==> src/rtl/dmem_arb_pkg.sv <==
// dmem_arb_pkg: shared FSM encoding, default widths and parameter limits for the data-memory arbiter.
package dmem_arb_pkg;
   typedef enum logic [1:0] {IDLE = 2'd0, BUSY_P = 2'd1, BUSY_D = 2'd2} state_t;
   localparam int ADDR_W_DEF = 32;
   localparam int DATA_W_DEF = 32;
   localparam int MEM_LAT_MIN = 1;
   localparam int MEM_LAT_MAX = 4;
   localparam int STARVE_MIN = 1;
   localparam int STARVE_LIM = 15;
   localparam int CNT_W = 2;
   localparam int STARVE_W = 4;
   function automatic int clamp(input int v, input int lo, input int hi);
      return (v < lo) ? lo : ((v > hi) ? hi : v);
   endfunction
endpackage

==> src/rtl/dmem_arb_starve_ctr.sv <==
// dmem_arb_starve_ctr: saturating count of consecutive denied debug-request cycles.
module dmem_arb_starve_ctr
   import dmem_arb_pkg::*;
#(
   parameter int STARVE_MAX = 4
)(
   input  logic clk_i,
   input  logic rst_i,
   input  logic d_req_i,
   input  logic d_gnt_i,
   output logic starve_hit_o
);
   logic [STARVE_W-1:0] starve_q;
   assign starve_hit_o = starve_q == STARVE_W'(STARVE_MAX);
   always_ff @(posedge clk_i) begin
      if (rst_i || !d_req_i || d_gnt_i) starve_q <= '0;
      else if (!starve_hit_o) starve_q <= starve_q + 1'b1;
   end
endmodule

==> src/rtl/dmem_arbiter.sv <==
// dmem_arbiter: shares the single-port data memory between the pipeline M stage and a debug/loader port.
// Define DMEM_ARB_PERF_EN to add stall-cycle and debug-grant performance counters.
module dmem_arbiter
   import dmem_arb_pkg::*;
#(
   parameter int ADDR_W     = ADDR_W_DEF,
   parameter int DATA_W     = DATA_W_DEF,
   parameter int MEM_LAT    = 1,
   parameter int STARVE_MAX = 4
)(
   input  logic              clock,
   input  logic              reset,
   input  logic              p_memRead,
   input  logic              p_memWrite,
   input  logic [ADDR_W-1:0] p_address,
   input  logic [DATA_W-1:0] p_wdata,
   output logic [DATA_W-1:0] p_rdata,
   output logic              p_stall,
   input  logic              d_req,
   input  logic              d_we,
   input  logic [ADDR_W-1:0] d_address,
   input  logic [DATA_W-1:0] d_wdata,
   output logic              d_gnt,
   output logic              d_rvalid,
   output logic [DATA_W-1:0] d_rdata,
   output logic              mem_memRead,
   output logic              mem_memWrite,
   output logic [ADDR_W-1:0] mem_address,
   output logic [DATA_W-1:0] mem_dataWrite,
   input  logic [DATA_W-1:0] mem_dataRead
`ifdef DMEM_ARB_PERF_EN
   ,
   output logic [31:0]       perf_stall_cycles,
   output logic [31:0]       perf_d_grants
`endif
);
   localparam int LAT = clamp(MEM_LAT, MEM_LAT_MIN, MEM_LAT_MAX);
   localparam int SMAX = clamp(STARVE_MAX, STARVE_MIN, STARVE_LIM);
   state_t            state_q;
   logic [CNT_W-1:0]  cnt_q;
   logic              lat_we_q;
   logic [ADDR_W-1:0] lat_addr_q;
   logic [DATA_W-1:0] lat_wdata_q;
   logic              d_rvalid_q;
   logic [DATA_W-1:0] d_rdata_q;
   logic              p_req, starve_hit, idle, dbg_pick, p_pick, last, p_done, d_done;
   assign p_req    = p_memRead | p_memWrite;
   assign idle     = state_q == IDLE;
   assign dbg_pick = idle && d_req && (starve_hit || !p_req);
   assign p_pick   = idle && p_req && !dbg_pick;
   assign last     = cnt_q == CNT_W'(1);
   assign p_done   = (p_pick && LAT == 1) || (state_q == BUSY_P && last);
   assign d_done   = (dbg_pick && LAT == 1) || (state_q == BUSY_D && last);
   // Every output is forced quiet during reset so an aborted access releases the pipeline at once.
   assign d_gnt         = !reset && dbg_pick;
   assign mem_memWrite  = !reset && (dbg_pick ? d_we : p_pick ? p_memWrite : !idle && lat_we_q);
   assign mem_memRead   = !reset && (dbg_pick ? !d_we : p_pick ? !p_memWrite : !idle && !lat_we_q);
   assign mem_address   = reset ? '0 : dbg_pick ? d_address : p_pick ? p_address : idle ? '0 : lat_addr_q;
   assign mem_dataWrite = reset ? '0 : dbg_pick ? d_wdata : p_pick ? p_wdata : idle ? '0 : lat_wdata_q;
   assign p_stall       = !reset && (dbg_pick ? p_req : p_pick ? LAT != 1 :
                                     state_q == BUSY_P ? !last : state_q == BUSY_D && p_req);
   assign p_rdata       = (!reset && p_done) ? mem_dataRead : '0;
   assign d_rvalid      = d_rvalid_q;
   assign d_rdata       = d_rdata_q;
   dmem_arb_starve_ctr #(.STARVE_MAX(SMAX)) u_starve (
      .clk_i        (clock),
      .rst_i        (reset),
      .d_req_i      (d_req),
      .d_gnt_i      (d_gnt),
      .starve_hit_o (starve_hit)
   );
   always_ff @(posedge clock) begin
      if (reset) begin
         state_q     <= IDLE;
         cnt_q       <= '0;
         lat_we_q    <= 1'b0;
         lat_addr_q  <= '0;
         lat_wdata_q <= '0;
         d_rvalid_q  <= 1'b0;
         d_rdata_q   <= '0;
      end else begin
         d_rvalid_q <= d_done;
         if (d_done && !(idle ? d_we : lat_we_q)) d_rdata_q <= mem_dataRead;
         if (dbg_pick || p_pick) begin
            lat_we_q    <= dbg_pick ? d_we : p_memWrite;
            lat_addr_q  <= dbg_pick ? d_address : p_address;
            lat_wdata_q <= dbg_pick ? d_wdata : p_wdata;
            if (LAT > 1) begin
               state_q <= dbg_pick ? BUSY_D : BUSY_P;
               cnt_q   <= CNT_W'(LAT - 1);
            end
         end else if (!idle) begin
            cnt_q <= cnt_q - 1'b1;
            if (last) state_q <= IDLE;
         end
      end
   end
`ifdef DMEM_ARB_PERF_EN
   logic [31:0] perf_stall_q, perf_gnt_q;
   assign perf_stall_cycles = perf_stall_q;
   assign perf_d_grants     = perf_gnt_q;
   always_ff @(posedge clock) begin
      if (reset) begin
         perf_stall_q <= '0;
         perf_gnt_q   <= '0;
      end else begin
         perf_stall_q <= perf_stall_q + 32'(p_stall);
         perf_gnt_q   <= perf_gnt_q + 32'(d_gnt);
      end
   end
`endif
endmodule

==> config.mk <==
export PLATFORM = sky130hd
export DESIGN_NAME = dmem_arbiter
export DESIGN_NICKNAME = d
export VERILOG_FILES = /design/src/rtl/dmem_arb_pkg.sv /design/src/rtl/dmem_arb_starve_ctr.sv /design/src/rtl/dmem_arbiter.sv
export SDC_FILE = /design/constraint.sdc
export NUM_CORES = 1
export LEC_CHECK = 0
export BUFFER_PORTS_ARGS = -buffer_cell sky130_fd_sc_hd__clkbuf_2
export CORE_AREA = 3 3 116 118
export CTS_CLUSTER_SIZE = 40
export DETAILED_ROUTE_END_ITERATION = 6
export DIE_AREA = 0 0 119 121
export PLACE_DENSITY_LB_ADDON = 0.12
export SLEW_MARGIN = 20
export SYNTH_ARGS = -nofsm -noshare
export SYNTH_HDL_FRONTEND = slang
export SYNTH_SLANG_ARGS = --single-unit
==> constraint.sdc <==
create_clock -name clock -period 2.23 [get_ports clock]
set_input_delay 0.446 -clock clock [delete_from_list [all_inputs] [get_ports clock]]
set_output_delay 0.446 -clock clock [all_outputs]
set_load 0.05 [all_outputs]
==> results.md <==
* Status: finished, violations left
* Failing checks: setup timing
* Commonest non-fill, non-tap cell in the layout: clkbuf_2
* Worst hold path startpoint: mem_dataRead[8]
* Sequential area share after synthesis at 0.2159
* DRT Pass-1 Iters at 4
* Critical Path Max Stage Delay at 330 ps
* Endpoints failing setup at 98
* Post-synthesis compound-gate area fraction at 0.02006
* Synth top area share at 0.2830
* Final setup margin at -232.7 ps
* Vias per Instance at 4.470
* Post-Synth Simple-Gate Area at 0.3851
* Die H at 121 microns
* Routed via count at 4,045
* Int Power at 1.919 mW
* Gp weighted congestion at 0.7475
* DP HPWL at 10,290 microns
* Root Driver: clkbuf_16
* Number of diodes at 0
* Yosys warning count at 0
* Critical R2R Launch: u_starve.starve_q[1]$_SDFFE_PP0P_
* Placed cell area at 5738 sq um
* Mapped Nets at 599
* CTS tree: yes
* Die W at 119 microns
* Post-DRT Antenna Nets at 0
* Final core utilization at 0.5722
* RSZ-0062 raised after global routing: yes
* Final Cell Area at 7192 sq um
* Post-Synth Adder-Cell Area at 0.007294
* EDFF count, synth at 0
* Port bufs at 298
* Remaining Overflow, GRT at 0
* Period utilization at 1.104
* Clock Skew at 4.221 ps
* Sw frac at 0.3645
* Number of max-cap violations at 0
* CP max FO at 4
* Avg WL per Cell at 15.22 microns
* Post-synth top area cell: mux2i_1
* Crit end category: output pin
* CTS max path bufs at 2
* Routed WL at 13,780 microns
* Multiplexer share of the synthesized area at 0.2830
* Largest family of logic cells by synthesized area: simple AND/OR/NAND/NOR gates
* Share of cells above drive strength 1 at 0.5484
* Crit path kind: register to output pin
* Pin count of the biggest net entering global routing at 57
* Setup_tns at -17,110 ps
* Initial Utilization at 0.2730
* Cell chain of the critical path: inv_2 > ha_4 > and3b_2 > o21ai_4 > buf_4 > clkbuf_16 > mux2i_2 > clkbuf_8
* Fin. Hold Viols at 0
* Depth of the CTS H-tree at 2
* Netlist cell types at 26
* DRC violations left at 0
* Gr usage total at 0.1745
* Net count, final at 900
* Post-Syn Area at 3431 sq um
* Worst slew margin at 0.7452
* FP Rows at 41
* Synth top area cells: mux2i_1 (28%), nand2b_1 (24%), dfxtp_1 (22%)
* Area growth from synthesis to layout at 109.6%
* 1st-iter DRT viols at 149
* Sequential share of power at 0.227
* Hold Crit Class: input port to register
* Hold depth at 3
* Yosys reg bits at 37
* Layout fillers at 1,103
* Reg clk slew, reported paths at 60 ps
* Async SR Flop Fraction at 0
* CP Launch Point: u_starve.starve_q[1]$_SDFFE_PP0P_
* Slew @ Worst Pin at 382.2 ps
* Slew Viols, Final at 0
* Number of global-route vias before repair at 4,129
* Commonest non-fill, non-tap cells in the layout: clkbuf_2 (199), nand2b_1 (129), nand2_1 (66)
* Leakage at 3.442 nW
* I/O pin count at 299
* Critical path arrival at 2020 ps
* CTS sink cnt at 37
* VDD IR-drop max at 0.2854 mV
* CP Depth at 8
* Core Box Area at 12,570 sq um
* Fmax at 0.4061 GHz
* Hold buffer count at cts at 0
* Top FF cell, synth: dfxtp_1
* Buffer and inverter count on the worst path at 4
* Startpoint type of the worst setup path: register
* XOR/XNOR Fraction of Synth Area at 0
* Sw power at 1.101 mW
* Initial antenna violation count at 0
* Critical Path RT at 1780 ps
* Avg Inst Size Synth at 7.960 sq um
* Comb pwr share at 0.502
* Die area at 14,400 sq um
* Clock insertion delay at the later pin of the skew report at 270 ps
* Clk pwr share at 0.272
* Setup slack at placement at -33.22 ps
* CP max-delay cell: dfxtp_2
* Total CTS buffers at 5
* Pwr Total at 3.020 mW
* Power Density at 419.9 nW/um^2
* Mapped Cells at 431
* Worst path top cell family by delay: buffers and inverters
* R2R cell count at 8
* First-pass GRT wire length at 20,730 microns
* Final min period at 2463 ps
final cells by class:
class	instances	area (sq um)	area share
Tap cell	172	215.2	0.02992
Timing Repair Buffer	336	3099	0.4309
Sequential cell	37	743.2	0.1033
Clock inverter	2	37.54	0.005219
Clock buffer	6	138.9	0.01931
Multi-Input combinational cell	348	2943	0.4092
Inverter	4	15.01	0.002088
final timing paths:
| path | end | slack [ps] |
|---|---|---|
| worst max register to register | d_rdata[28]$_SDFFE_PP0P_ | 490 |
| worst min-delay path | d_rdata[8]$_SDFFE_PP0P_ | 420 |
| worst max-delay path | mem_dataWrite[24] | -230 |
| worst min register to register | d_rdata[17]$_SDFFE_PP0P_ | 470 |
synthesized netlist by cell type (2+ instances only):
library cell and instances:
nand2b_1 129, mux2i_1 97, nand2_1 66, dfxtp_1 37, and3_1 32, clkbuf_1 18
buf_4 10, nor2_1 6, buf_6 5, buf_2 4, inv_1 4, buf_12 3
a21oi_1 2, clkbuf_2 2, ha_1 2, nor2b_1 2, nor3_1 2, o21ba_2 2
per-stage QoR:
step	cells	hold WS, ps
after floorplan	431	423.9
after global placement	884	458.8
after detailed placement	884	463.6
after CTS	901	414.7
after global routing	905	425.3
final	905	418.5
metal layers:
| layer | vias to the layer above | GRT usage | share of wire |
|---|---|---|---|
| met5 | - | 0 | 0 |
| met3 | 8 | 0.04476 | 0.062 |
| met2 | 149 | 0.3320 | 0.55 |
| met1 | 1870 | 0.1998 | 0.38 |
| met4 | 0 | 0.02390 | 0.0078 |
| li1 | 2018 | - | - |
worst min-delay path: cells and delay by family:
family / cells / cell delay (ps)
simple gates: 1 / 60
buf+inv: 1 / 80
mux: 1 / 60
power groups by stage:
stage                     combinational, mW  sequential (mW)  clock, mW
final                                  1.52            0.684      0.820
after detailed placement               1.25            0.698          0
after global placement                 1.24            0.698          0
after CTS                              1.45            0.684      0.852
after global routing                   1.59            0.685      0.877
after floorplan                       0.736            0.744          0
repair_timing:
action                                  in CTS  in global routing
endpoints found under the setup margin      99                 99
setup buffers                                7                  3
gates resized for setup                    191                 45
pin swaps                                    0                  2
cloned                                       2                  4
cells by family after synthesis:
| group | after synthesis |
|---|---|
| adder cells (fa/ha/maj) | 2 |
| buffers and inverters | 46 |
| multiplexers | 97 |
| AND/OR/NAND/NOR | 240 |
| flip-flops | 37 |
| AO/OA/AOI/OAI | 9 |
state kept, by name, summed over array words and instances (netlist names):
signal / count
u_starve.starve_q: 4
d_rdata: 32
d_rvalid: 1
No activity file was read; power rests on OpenSTA's default activity.
